`src/rtl/soc_network_adapter_ahb_frontend_pkg.sv`:
```
// Shared definitions for the network adapter AHB front end: region codes,
// front-end FSM states and the 4 KiB page bases of the adapter window.
package soc_optimsoc_configuration;

    typedef enum logic [1:0] {
        REGION_CFG,
        REGION_MPS,
        REGION_DMA,
        REGION_NONE
    } na_region_e;

    typedef enum logic [1:0] {
        ST_IDLE,
        ST_ACCESS,
        ST_ERR1,
        ST_ERR2
    } na_fe_state_e;

    localparam logic [3:0] NA_REGION_CFG = 4'h0;
    localparam logic [3:0] NA_REGION_MPS = 4'h1;
    localparam logic [3:0] NA_REGION_DMA = 4'h2;

    function automatic na_region_e na_region_decode(input logic [3:0] page);
        na_region_e r;
        case (page)
            NA_REGION_CFG: r = REGION_CFG;
            NA_REGION_MPS: r = REGION_MPS;
            NA_REGION_DMA: r = REGION_DMA;
            default:       r = REGION_NONE;
        endcase
        return r;
    endfunction

endpackage

```
`src/rtl/soc_network_adapter_ahb_frontend.sv`:
```
// AHB-Lite slave front end of the network adapter: decodes the 64 KiB window
// into cfg/mps/dma sub-slaves and shapes all failures into two-cycle ERRORs.
module soc_network_adapter_ahb_frontend
    import soc_optimsoc_configuration::*;
#(
    parameter int unsigned XLEN    = 32,
    parameter int unsigned TIMEOUT = 255
) (
    input  logic            clk,
    input  logic            rst,
    input  logic            hsel,
    input  logic            hwrite,
    input  logic            hmastlock,
    input  logic [31:0]     haddr,
    input  logic [XLEN-1:0] hwdata,
    input  logic [2:0]      hsize,
    input  logic [2:0]      hburst,
    input  logic [3:0]      hprot,
    input  logic [1:0]      htrans,
    input  logic            hready,
    output logic [XLEN-1:0] hrdata,
    output logic            hreadyout,
    output logic            hresp,
    output logic            cfg_hsel,
    output logic            mps_hsel,
    output logic            dma_hsel,
    output logic [15:0]     s_haddr,
    output logic [XLEN-1:0] s_hwdata,
    output logic            s_hwrite,
    output logic [2:0]      s_hsize,
    input  logic [XLEN-1:0] cfg_hrdata,
    input  logic [XLEN-1:0] mps_hrdata,
    input  logic [XLEN-1:0] dma_hrdata,
    input  logic            cfg_hready,
    input  logic            mps_hready,
    input  logic            dma_hready,
    input  logic            cfg_hresp,
    input  logic            mps_hresp,
    input  logic            dma_hresp
);

    localparam logic [7:0] WAIT_MAX  = 8'(TIMEOUT);
    localparam logic [7:0] WAIT_LAST = 8'(TIMEOUT - 1);

    na_fe_state_e    state_q, state_d;
    na_region_e      region_q, addr_region;
    logic [7:0]      wait_cnt;
    logic            accept, take, legal;
    na_fe_state_e    accept_dest;
    logic [XLEN-1:0] sel_rdata;
    logic            sel_ready, sel_resp;

    logic unused_inputs;
    assign unused_inputs = ^{hburst, hprot, hmastlock, haddr[31:16]};

    assign s_hwdata    = hwdata;
    assign accept      = hsel & htrans[1] & hready;
    assign addr_region = na_region_decode(haddr[15:12]);
    assign legal       = (hsize <= 3'b010);
    assign accept_dest = (legal && addr_region != REGION_NONE) ? ST_ACCESS : ST_ERR1;

    always_comb begin
        sel_rdata = '0;
        sel_ready = 1'b1;
        sel_resp  = 1'b0;
        case (region_q)
            REGION_CFG: begin sel_rdata = cfg_hrdata; sel_ready = cfg_hready; sel_resp = cfg_hresp; end
            REGION_MPS: begin sel_rdata = mps_hrdata; sel_ready = mps_hready; sel_resp = mps_hresp; end
            REGION_DMA: begin sel_rdata = dma_hrdata; sel_ready = dma_hready; sel_resp = dma_hresp; end
            default: ;
        endcase
    end

    always_comb begin
        state_d   = state_q;
        take      = 1'b0;
        hreadyout = 1'b1;
        hresp     = 1'b0;
        hrdata    = '0;
        cfg_hsel  = 1'b0;
        mps_hsel  = 1'b0;
        dma_hsel  = 1'b0;
        case (state_q)
            ST_IDLE: begin
                if (accept) begin
                    take    = 1'b1;
                    state_d = accept_dest;
                end
            end
            ST_ACCESS: begin
                cfg_hsel = (region_q == REGION_CFG);
                mps_hsel = (region_q == REGION_MPS);
                dma_hsel = (region_q == REGION_DMA);
                hrdata   = s_hwrite ? '0 : sel_rdata;
                // A slave error is held off upstream so it becomes the two-cycle form.
                hreadyout = sel_ready & ~sel_resp;
                if (sel_resp) begin
                    state_d = ST_ERR1;
                end else if (sel_ready) begin
                    if (accept) begin
                        take    = 1'b1;
                        state_d = accept_dest;
                    end else begin
                        state_d = ST_IDLE;
                    end
                end else if (wait_cnt >= WAIT_LAST) begin
                    state_d = ST_ERR1;
                end
            end
            ST_ERR1: begin
                hreadyout = 1'b0;
                hresp     = 1'b1;
                state_d   = ST_ERR2;
            end
            ST_ERR2: begin
                hresp = 1'b1;
                if (accept) begin
                    take    = 1'b1;
                    state_d = accept_dest;
                end else begin
                    state_d = ST_IDLE;
                end
            end
            default: state_d = ST_IDLE;
        endcase
    end

    always_ff @(posedge clk) begin
        if (rst) begin
            state_q  <= ST_IDLE;
            region_q <= REGION_NONE;
            s_haddr  <= '0;
            s_hwrite <= 1'b0;
            s_hsize  <= '0;
            wait_cnt <= '0;
        end else begin
            state_q <= state_d;
            if (take) begin
                region_q <= addr_region;
                s_haddr  <= haddr[15:0];
                s_hwrite <= hwrite;
                s_hsize  <= hsize;
                wait_cnt <= '0;
            end else if (state_q == ST_ACCESS && !sel_ready && !sel_resp && wait_cnt != WAIT_MAX) begin
                wait_cnt <= wait_cnt + 8'd1;
            end
        end
    end

endmodule

```
`config.mk`:
```
export PLATFORM = sky130hd
export DESIGN_NAME = soc_network_adapter_ahb_frontend
export DESIGN_NICKNAME = d
export VERILOG_FILES = /design/src/rtl/soc_network_adapter_ahb_frontend_pkg.sv /design/src/rtl/soc_network_adapter_ahb_frontend.sv
export SDC_FILE = /design/constraint.sdc
export NUM_CORES = 1
export LEC_CHECK = 0
export CORE_AREA = 2 2 106 108
export CTS_BUF_LIST = sky130_fd_sc_hd__clkbuf_2
export DETAILED_ROUTE_END_ITERATION = 6
export DIE_AREA = 0 0 108 110
export GPL_TIMING_DRIVEN = 0
export PLACE_DENSITY = 0.71
export REMOVE_ABC_BUFFERS = 1
export SLEW_MARGIN = 20
export SYNTH_ARGS = -nofsm -noshare
export SYNTH_HDL_FRONTEND = slang
export SYNTH_SLANG_ARGS = --single-unit
```
`constraint.sdc`:
```
create_clock -name clk -period 2.22 [get_ports clk]
set_input_delay 0.444 -clock clk [delete_from_list [all_inputs] [get_ports clk]]
set_output_delay 0.444 -clock clk [all_outputs]
set_load 0.1 [all_outputs]
```
# Word-level counts from Yosys, hierarchy flattened
# Index checks and enable logic that the tools add are counted.
# W data, S select, Z words.
# word_totals
out_inout_bits,89
input_bits,184
reg_bits,32
wordCells,59
# classes
add_sub_neg,1
mux,22
n_eq_ne,11
bitwise_logic,4
n_reduce_logical,13
n_lt_le_gt_ge,2
# ops
operator,n
$pmux W32 S3,1
$mux W32,2
$mux W2,6
$add A8 B1 Y8 const B,1
$ge A8 B8 Y1 const B,1
$ne A8 B8 Y1 const B,1
$pmux W2 S4,1
$mux W1,7
$eq A2 B2 Y1 const B,3
$pmux W1 S3,2
$pmux W2 S3,1
$reduce_or A2 Y1,3
$eq A2 B1 Y1 const B,2
$eq A4 B1 Y1 const B,1
$eq A4 B2 Y1 const B,1
$logic_and A1 B1 Y1,4
$logic_not A2 Y1,2
$logic_not A4 Y1,1
$ne A2 B2 Y1 const B,2
$ne A4 B4 Y1 const B,1
$pmux W1 S2,2
$and A1 B1 Y1,3
$le A3 B2 Y1 const B,1
$logic_not A1 Y1,2
other kinds (2),2

# Logic depth before layout (Yosys ltp)
# Gate-level depths: netlist of run 1.
# depth
ltp_word,9
ltp_mapped,8
mapped_depth_nobuf,7

# Least setup slack after synthesis of run 1
# Ideal clock, no wire load.
# synth_timing
path_kind,register to output
startpoint,reg region_q[1]
endpoint,out cfg_hsel
t_arrival_ps,3072
n_path_buf,3
required_time_ps,1776
path_stages_with_launch,5
slack_ps,-1296
path_cell_list,dfxtp_1 -> buf_2 -> buf_1 -> clkbuf_1 -> nor3b_1
# synth_via
elab_chain_cells,2
# synth_lines
element,line,rtl
start: declaration,soc_network_adapter_ahb_frontend.sv:46,"na_region_e region_q, addr_region;"
start signal: assignment,soc_network_adapter_ahb_frontend.sv:139,region_q <= addr_region;
$logic_not A2 Y1,soc_network_adapter_ahb_frontend.sv:91,cfg_hsel = (region_q == REGION_CFG);
$mux W1,soc_network_adapter_ahb_frontend.sv:83,case (state_q)
end: declaration,soc_network_adapter_ahb_frontend.sv:24,"output logic cfg_hsel,"
# Every way passes these cells.

# Final worst setup path of run 1
# layout_timing
startpoint,reg region_q[0]
endpoint,out hrdata[20]
# layout_via
elab_chain_cells,4
elab_cells_between_ends,6
classes_between,2 x eq/ne; 3 x mux; 1 x reduce/logical
# layout_lines
element,line,rtl
"$eq A2 B2 Y1, or another cell as far along",soc_network_adapter_ahb_frontend.sv:66,case (region_q)
$pmux W32 S3 (*),soc_network_adapter_ahb_frontend.sv:66,
$mux W32 (*),soc_network_adapter_ahb_frontend.sv:94,hrdata = s_hwrite ? '0 : sel_rdata;
$mux W32 (*),soc_network_adapter_ahb_frontend.sv:83,
end: declaration,soc_network_adapter_ahb_frontend.sv:21,"output logic [XLEN-1:0] hrdata,"
# Every way passes the cells marked *; elsewhere a longest branch is shown, timed or not.

==> results_dict.tcl, run 1 <==
set metrics [dict create \
    finish.net_count 708 \
    ys_dominant_reg_cell "sky130_fd_sc_hd__dfxtp_1" \
    worst_setup_path_end_kind "primary output" \
    report.final.hold_viol_count 0 \
    final-seq-area_um2 651 \
    startpoint_type "flop" \
    fin_worst_hold_slack_ns 0.486 \
    gr-usage-all-layers_pct 18.2 \
    fill_cells 938 \
    cell_internal_pwr_mw 1.25 \
    grt_overflow 0 \
    ys_types 42 \
    setup_viol 4 \
    core_area_mm2 0.0107 \
    post-route-period-util_pct 103 \
    crit_path_cell_trace "buf_6 -> clkbuf_16 -> mux2i_1 -> nor2_1 -> a21oi_2 -> nor2_4 -> buf_12" \
    detail_route.wl_per_cell_um 20.0 \
    design.die.area_mm2 0.0119 \
    grt_antenna_before_repair 2 \
    layout-area-overhead-vs-synth_pct 104 \
    worstPathMaxFanout 6 \
    p_seq_share_pct 29.4 \
    final_util_pct 50.7 \
    numPortBuffers 183 \
    boundaryPins 273 \
    worst_ep_arrival_time_ns 1.85 \
    worst_path_dominant_cell_family "buffers and inverters" \
    mostFrequentLayoutCell "sky130_fd_sc_hd__clkdlybuf4s50_1" \
    die-width_um 108 \
    critical_path.max_stage_delay_ns 0.41 \
    detailroute.via_count 3319 \
    total_leakage_power_nw 2.20 \
    drc 0 \
    rows 38 \
    clock_sinks 32 \
    outcome "finished with violations" \
    dp_hpwl_mm 8.33 \
    avg_synthesized_cell_area_um2 7.57 \
    synth_async_sr_flop_share_pct 0 \
    crit_type "reg -> out" \
    share_comb_of_total_power_pct 58.4 \
    synth.yosys.warnings 0 \
    power.clock.fraction_pct 12.2 \
    drive_gt1_share_pct 29.7 \
    cp_data_required_time_ns 1.78 \
    hold_path.class "reg -> reg" \
    synth-seq-area-share_pct 24.1 \
    detail_route.iter0.violations 178 \
    final_critical_path_setup_slack_ns -0.0755 \
    syn-instance-count 351 \
    post_layout_power_mw 2.27 \
    highest_layer "met5" \
    firstDrtPassIters 4 \
    effective_utilization_at_floorplan_pct 24.8 \
    detailroute.wirelength.met2_mm 6.23 \
    vias_in_the_first_global_route 3169 \
    slew_headroom_pct 34.3 \
    mappedNetlistArea_mm2 0.00266 \
    commonest_non_fill_non_tap_cells_in_the_layout "sky130_fd_sc_hd__clkdlybuf4s50_1 (124), sky130_fd_sc_hd__nor2_1 (70), sky130_fd_sc_hd__mux2i_1 (49), sky130_fd_sc_hd__buf_12 (36)" \
    final.min_clock_period_ns 2.30 \
    power_per_unit_of_standard_cell_area_mw_per_mm2 419 \
    drv_cap 0 \
    clock.fmax_ghz 0.436 \
    clock_path_buffers 2 \
    failing_checks "setup timing" \
    tritoncts.num_buffers 5 \
    route.detailed.vias_per_inst 5.04 \
    hold_fix_buffer_count_after_cts 0 \
    path_buf_inv 3 \
    detail_route.wirelength_mm 13.2 \
    grt_max_degree 39 \
    switching_share_pct 45.0 \
    tritoncts "done" \
    die_h_um 110 \
    clkLatencyLatePin_ns 0.37 \
    rsz0062_at_grt "true" \
    grt_first_pass_wirelength_mm 16.5 \
    wl_met3_mm 1.75 \
    ys_ff_latch 32 \
    fin_skew_ns 0.0165 \
    timing_max_transition_violations_final 0 \
    worstMarginPinSlew_ns 0.990 \
    power.net_switching_mw 1.02 \
    clk_root_buf "sky130_fd_sc_hd__clkbuf_2" \
    multi_input_area_mm2 0.00203 \
    worst_setup_hold_path_clk_slew_ns 0.17 \
    max-vdd-ir-drop_mv 0.514 \
    gp_congestion 0.773 \
    m1WireLength_mm 4.87 \
    antenna_left 0 \
    slowest_stage "sky130_fd_sc_hd__dfxtp_4" \
    synth-edff-count 0 \
    htreeDepth 2 \
]
power groups by stage:
stage	sequential [mW]	clock, mW	combinational [mW]
after floorplan	0.911	0	0.508
after global placement	0.683	0	1.15
after detailed placement	0.681	0	1.18
after CTS	0.664	0.285	1.25
after global routing	0.673	0.313	1.40
final	0.667	0.277	1.33
worst paths after layout:
check / start / to / slack [ns] / cells after the start
worst max-delay path: region_q[0] / hrdata[20] / -0.08 / 7
worst min-delay path: wait_cnt[7] / wait_cnt[7] / 0.49 / 1
worst max register to register: region_q[0] / s_haddr[13] / 0.06 / 8
worst min register to register: wait_cnt[7] / wait_cnt[7] / 0.49 / 1
per-stage QoR:
step	cell area, um2	instances	worst slack (ns)	TNS (ns)
finish	5420	659	-0.0755	-0.184
detailed placement	4370	622	-1.24	-46.28
global route	5420	658	-0.156	-2.24
CTS	4870	647	-0.0450	-0.0450
global placement	4300	618	-2.90	-166.90
floorplan	2290	295	-1.91	-107.63
sequential cells by signal, indices dropped and copies added (netlist names):
| signal | flops |
|---|---|
| s_hsize | 3 |
| wait_cnt | 8 |
| region_q | 2 |
| state_q | 2 |
| s_haddr | 16 |
| s_hwrite | 1 |
logic make-up after synthesis:
logic type               share of synthesized area [%]
adder cells (fa/ha/maj)                           3.30
XOR/XNOR                                          1.98
AND/OR/NAND/NOR                                   22.8
flip-flops                                        24.1
buffers and inverters                             14.5
multiplexers                                      20.8
AO/OA/AOI/OAI                                     12.6
synth_stat cells, drive strengths merged (2+ instances only):
cell type | instances | area [um2]
clkbuf | 11 | 41.3
a311oi | 2 | 35.0
nor4b | 2 | 17.5
nor4 | 5 | 31.3
nor3 | 7 | 35.0
nor2 | 98 | 368
a211oi | 3 | 22.5
or2 | 3 | 18.8
ha | 7 | 87.6
nand2 | 6 | 22.5
inv | 5 | 18.8
a21oi | 35 | 175
mux2i | 54 | 541
xnor2 | 6 | 52.6
o2111ai | 2 | 17.5
o211a | 2 | 20.0
nand3 | 4 | 20.0
nor3b | 3 | 22.5
buf | 45 | 324
nand3b | 2 | 15.0
dfxtp | 32 | 641
nor2b | 2 | 12.5
cell type report:
| type | instances | area share [%] |
|---|---|---|
| Clock buffer | 7 | 0.646 |
| Multi-Input combinational cell | 259 | 37.5 |
| Sequential cell | 32 | 12.0 |
| Clock inverter | 1 | 0.0693 |
| Inverter | 5 | 0.392 |
| Tap cell | 140 | 3.23 |
| Antenna cell | 1 | 0.0462 |
| Timing Repair Buffer | 214 | 46.1 |
what timing repair did:
item | CTS | global route
pin swaps | 4 | 6
setup buffers | 14 | 8
hold endpoints to repair | 0 | 0
gates cloned | 3 | 3
setup endpoints to repair | 88 | 48
resized for setup | 340 | 105
metal layers:
layer  global-route usage [%]  vias to the layer above
li1                         -                     1509
met2                     30.4                      214
met1                     19.6                     1567
met4                     5.40                        2
met3                     10.1                       27
met5                     3.13                        -
Note: power is estimated with default switching activity, not from simulation.
==> run 2: changes to the inputs <==
- clock period: 2.22 -> 2.5 ns (I/O delays scaled with it)
==> run 2 against run 1 <==
Against the previous run:
- the run now ends clean
- total power down 14%
- via count down 7.6%
- cell count down 2.1%
- combinational power down 17%
- clock-buffer cell count unchanged
- die area unchanged
- critical path type is now in -> out
==> results_dict.tcl, run 2 (same netlist as run 1, synthesis figures left out) <==
set metrics [dict create \
    drive_gt1_share_pct 14.9 \
    htreeDepth 2 \
    finish.net_count 694 \
    critical_path.max_stage_delay_ns 0.49 \
    grt_antenna_before_repair 2 \
    core_area_mm2 0.0107 \
    post-route-period-util_pct 96.4 \
    boundaryPins 273 \
    report.final.hold_viol_count 0 \
    grt_first_pass_wirelength_mm 15.6 \
    setup_viol 0 \
    max_ffs_per_register 16 \
    drc 0 \
    timing.hold.worst_endpoint "wait_cnt[7]" \
    tritoncts.num_buffers 5 \
    dpl_worst_slack_ns -1.02 \
    worstPathMaxFanout 3 \
    slew_headroom_pct 33.1 \
    r2r_end "s_hwrite" \
    detail_route.wl_per_cell_um 17.1 \
    gp_congestion 0.773 \
    worst_r2r_path_depth 8 \
    reg2reg_start "region_q[0]" \
    hold_fix_buffer_count_after_cts 0 \
    worst_hold_path.num_cells 1 \
    outcome "complete, no violations" \
    clkLatencyLatePin_ns 0.37 \
    fin_worst_hold_slack_ns 0.483 \
    detail_route.iter0.violations 188 \
    max-vdd-ir-drop_mv 0.475 \
    fin_skew_ns 0.0144 \
    die-width_um 108 \
    timing.setup.tns_ns 0 \
    grt_overflow 0 \
    mostFrequentLayoutCell "sky130_fd_sc_hd__clkdlybuf4s50_1" \
    worstMarginPinSlew_ns 1.00 \
    timing_max_transition_violations_final 0 \
    holdCritStartpoint "wait_cnt[7]" \
    slowest_stage "sky130_fd_sc_hd__clkdlybuf4s50_1" \
    post_layout_power_mw 1.95 \
    numPortBuffers 183 \
    detailroute.via_count 3066 \
    grt_max_degree 39 \
    startpoint_type "input port" \
    regToRegSetupSlack_ns 0.17 \
    dp_hpwl_mm 8.33 \
    hold_path.class "reg -> reg" \
    commonest_non_fill_non_tap_cells_in_the_layout "sky130_fd_sc_hd__clkdlybuf4s50_1 (146), sky130_fd_sc_hd__nor2_1 (98), sky130_fd_sc_hd__mux2i_1 (53), sky130_fd_sc_hd__a21oi_1 (35), sky130_fd_sc_hd__buf_4 (34)" \
    top_register "s_haddr" \
    final.min_clock_period_ns 2.41 \
    rsz0062_at_grt "false" \
    worst_ep_arrival_time_ns 1.91 \
    clock.fmax_ghz 0.415 \
    final_critical_path_setup_slack_ns 0.0895 \
    power_per_unit_of_standard_cell_area_mw_per_mm2 428 \
    crit_type "in -> out" \
    reg.largest.list "s_haddr: 16 flops, wait_cnt: 8 flops, s_hsize: 3 flops" \
    clk_root_buf "sky130_fd_sc_hd__clkbuf_2" \
    effective_utilization_at_floorplan_pct 24.8 \
    firstDrtPassIters 6 \
    worst_setup_path_end_kind "primary output" \
    layout-area-overhead-vs-synth_pct 71.2 \
    vias_in_the_first_global_route 3011 \
    clock_sinks 32 \
    final_util_pct 42.5 \
    fill_cells 1068 \
    design.die.area_mm2 0.0119 \
    rows 38 \
    clock_path_buffers 2 \
    tritoncts "done" \
    crit_path_cell_trace "clkdlybuf4s50_1 -> nor3b_2 -> a31oi_1 -> o21a_1 -> mux2i_2 -> buf_6" \
    worst_setup_hold_path_clk_slew_ns 0.16 \
    detail_route.wirelength_mm 11.1 \
    drv_cap 0 \
    total_leakage_power_nw 1.90 \
    cp_data_required_time_ns 2.00 \
    antenna_left 0 \
    gr-usage-all-layers_pct 17.0 \
    route.detailed.vias_per_inst 4.75 \
    die_h_um 110 \
]
[run 2: cell types whose count changed in the layout (fill, tap and decap cells not counted), moves of 2 or more]
| cell | delta |
|---|---|
| sky130_fd_sc_hd__clkdlybuf4s50_1 | +22 |
| sky130_fd_sc_hd__clkdlybuf4s15_2 | +2 |
| sky130_fd_sc_hd__clkbuf_16 | -2 |
| sky130_fd_sc_hd__dfxtp_1 | +2 |
| sky130_fd_sc_hd__a21oi_1 | +28 |
| sky130_fd_sc_hd__buf_12 | -32 |
| sky130_fd_sc_hd__nor2_1 | +28 |
| sky130_fd_sc_hd__mux2i_1 | +4 |
| sky130_fd_sc_hd__a21oi_2 | -28 |
| sky130_fd_sc_hd__dlygate4sd2_1 | -22 |
| sky130_fd_sc_hd__mux2i_2 | -4 |
| sky130_fd_sc_hd__dfxtp_2 | -2 |
| sky130_fd_sc_hd__nor2_4 | -27 |
| sky130_fd_sc_hd__buf_4 | +20 |
[run 2: worst max-delay path by stage]
stage                      from          to  slack [ns]  depth (start not counted)
finish               cfg_hready   hreadyout        0.09                          6
global route         state_q[1]  hrdata[22]      0.0005                          6
CTS                  dma_hready   hreadyout       0.007                          6
floorplan           region_q[0]   hrdata[0]       -1.68                          3
global placement    region_q[0]  hrdata[30]       -2.68                          4
detailed placement   state_q[1]  hrdata[30]       -1.02                          6
[run 2: per-stage QoR]
stage / cell area (um2) / std cells
floorplan: 2290 / 295
global placement: 4300 / 618
detailed placement: 4370 / 622
CTS: 4440 / 638
global route: 4550 / 644
finish: 4550 / 645
[run 2: repair_timing]
item,CTS,global route
setup endpoints to repair,46,44
resized for setup,217,10
buffers inserted,7,5
cloned,1,1
pin swaps,1,0
[run 2: critical path, delay by kind of cell]
kind                   cells  cell delay [ns]
muxes                      1             0.21
and+or+nand+nor            1             0.16
buffers and inverters      2             0.76
AOI/OAI and AO/OA          2             0.27
[run 2: where the power goes]
group          leakage, nW  total (mW)  internal [mW]  switching, mW
clock network       0.0306       0.245         0.0749          0.170
logic                 1.61        1.11          0.453          0.659
registers            0.259       0.591          0.553         0.0374
total                 1.90        1.95           1.08          0.866
[run 2: area by class of cell]
cell class / count / area [um2] / share of cell area [%]
diodes: 1 / 2.50 / 0.0550
clock buffers: 7 / 35.0 / 0.770
clock inverters: 1 / 3.75 / 0.0825
inverters: 5 / 18.8 / 0.413
multi-input cells: 259 / 1680 / 36.9
flip-flops and latches: 32 / 648 / 14.2
well taps: 140 / 175 / 3.85
repair buffers: 200 / 1990 / 43.7
[run 2: routing by layer]
layer	wire length [um]	part of all wire, %	track usage (%)	up-vias
met5	13	0.12	3.13	-
met4	127	1.1	4.40	2
met3	1640	15	10.3	11
met2	4970	45	27.8	172
met1	4310	39	18.7	1404
li1	-	-	-	1477
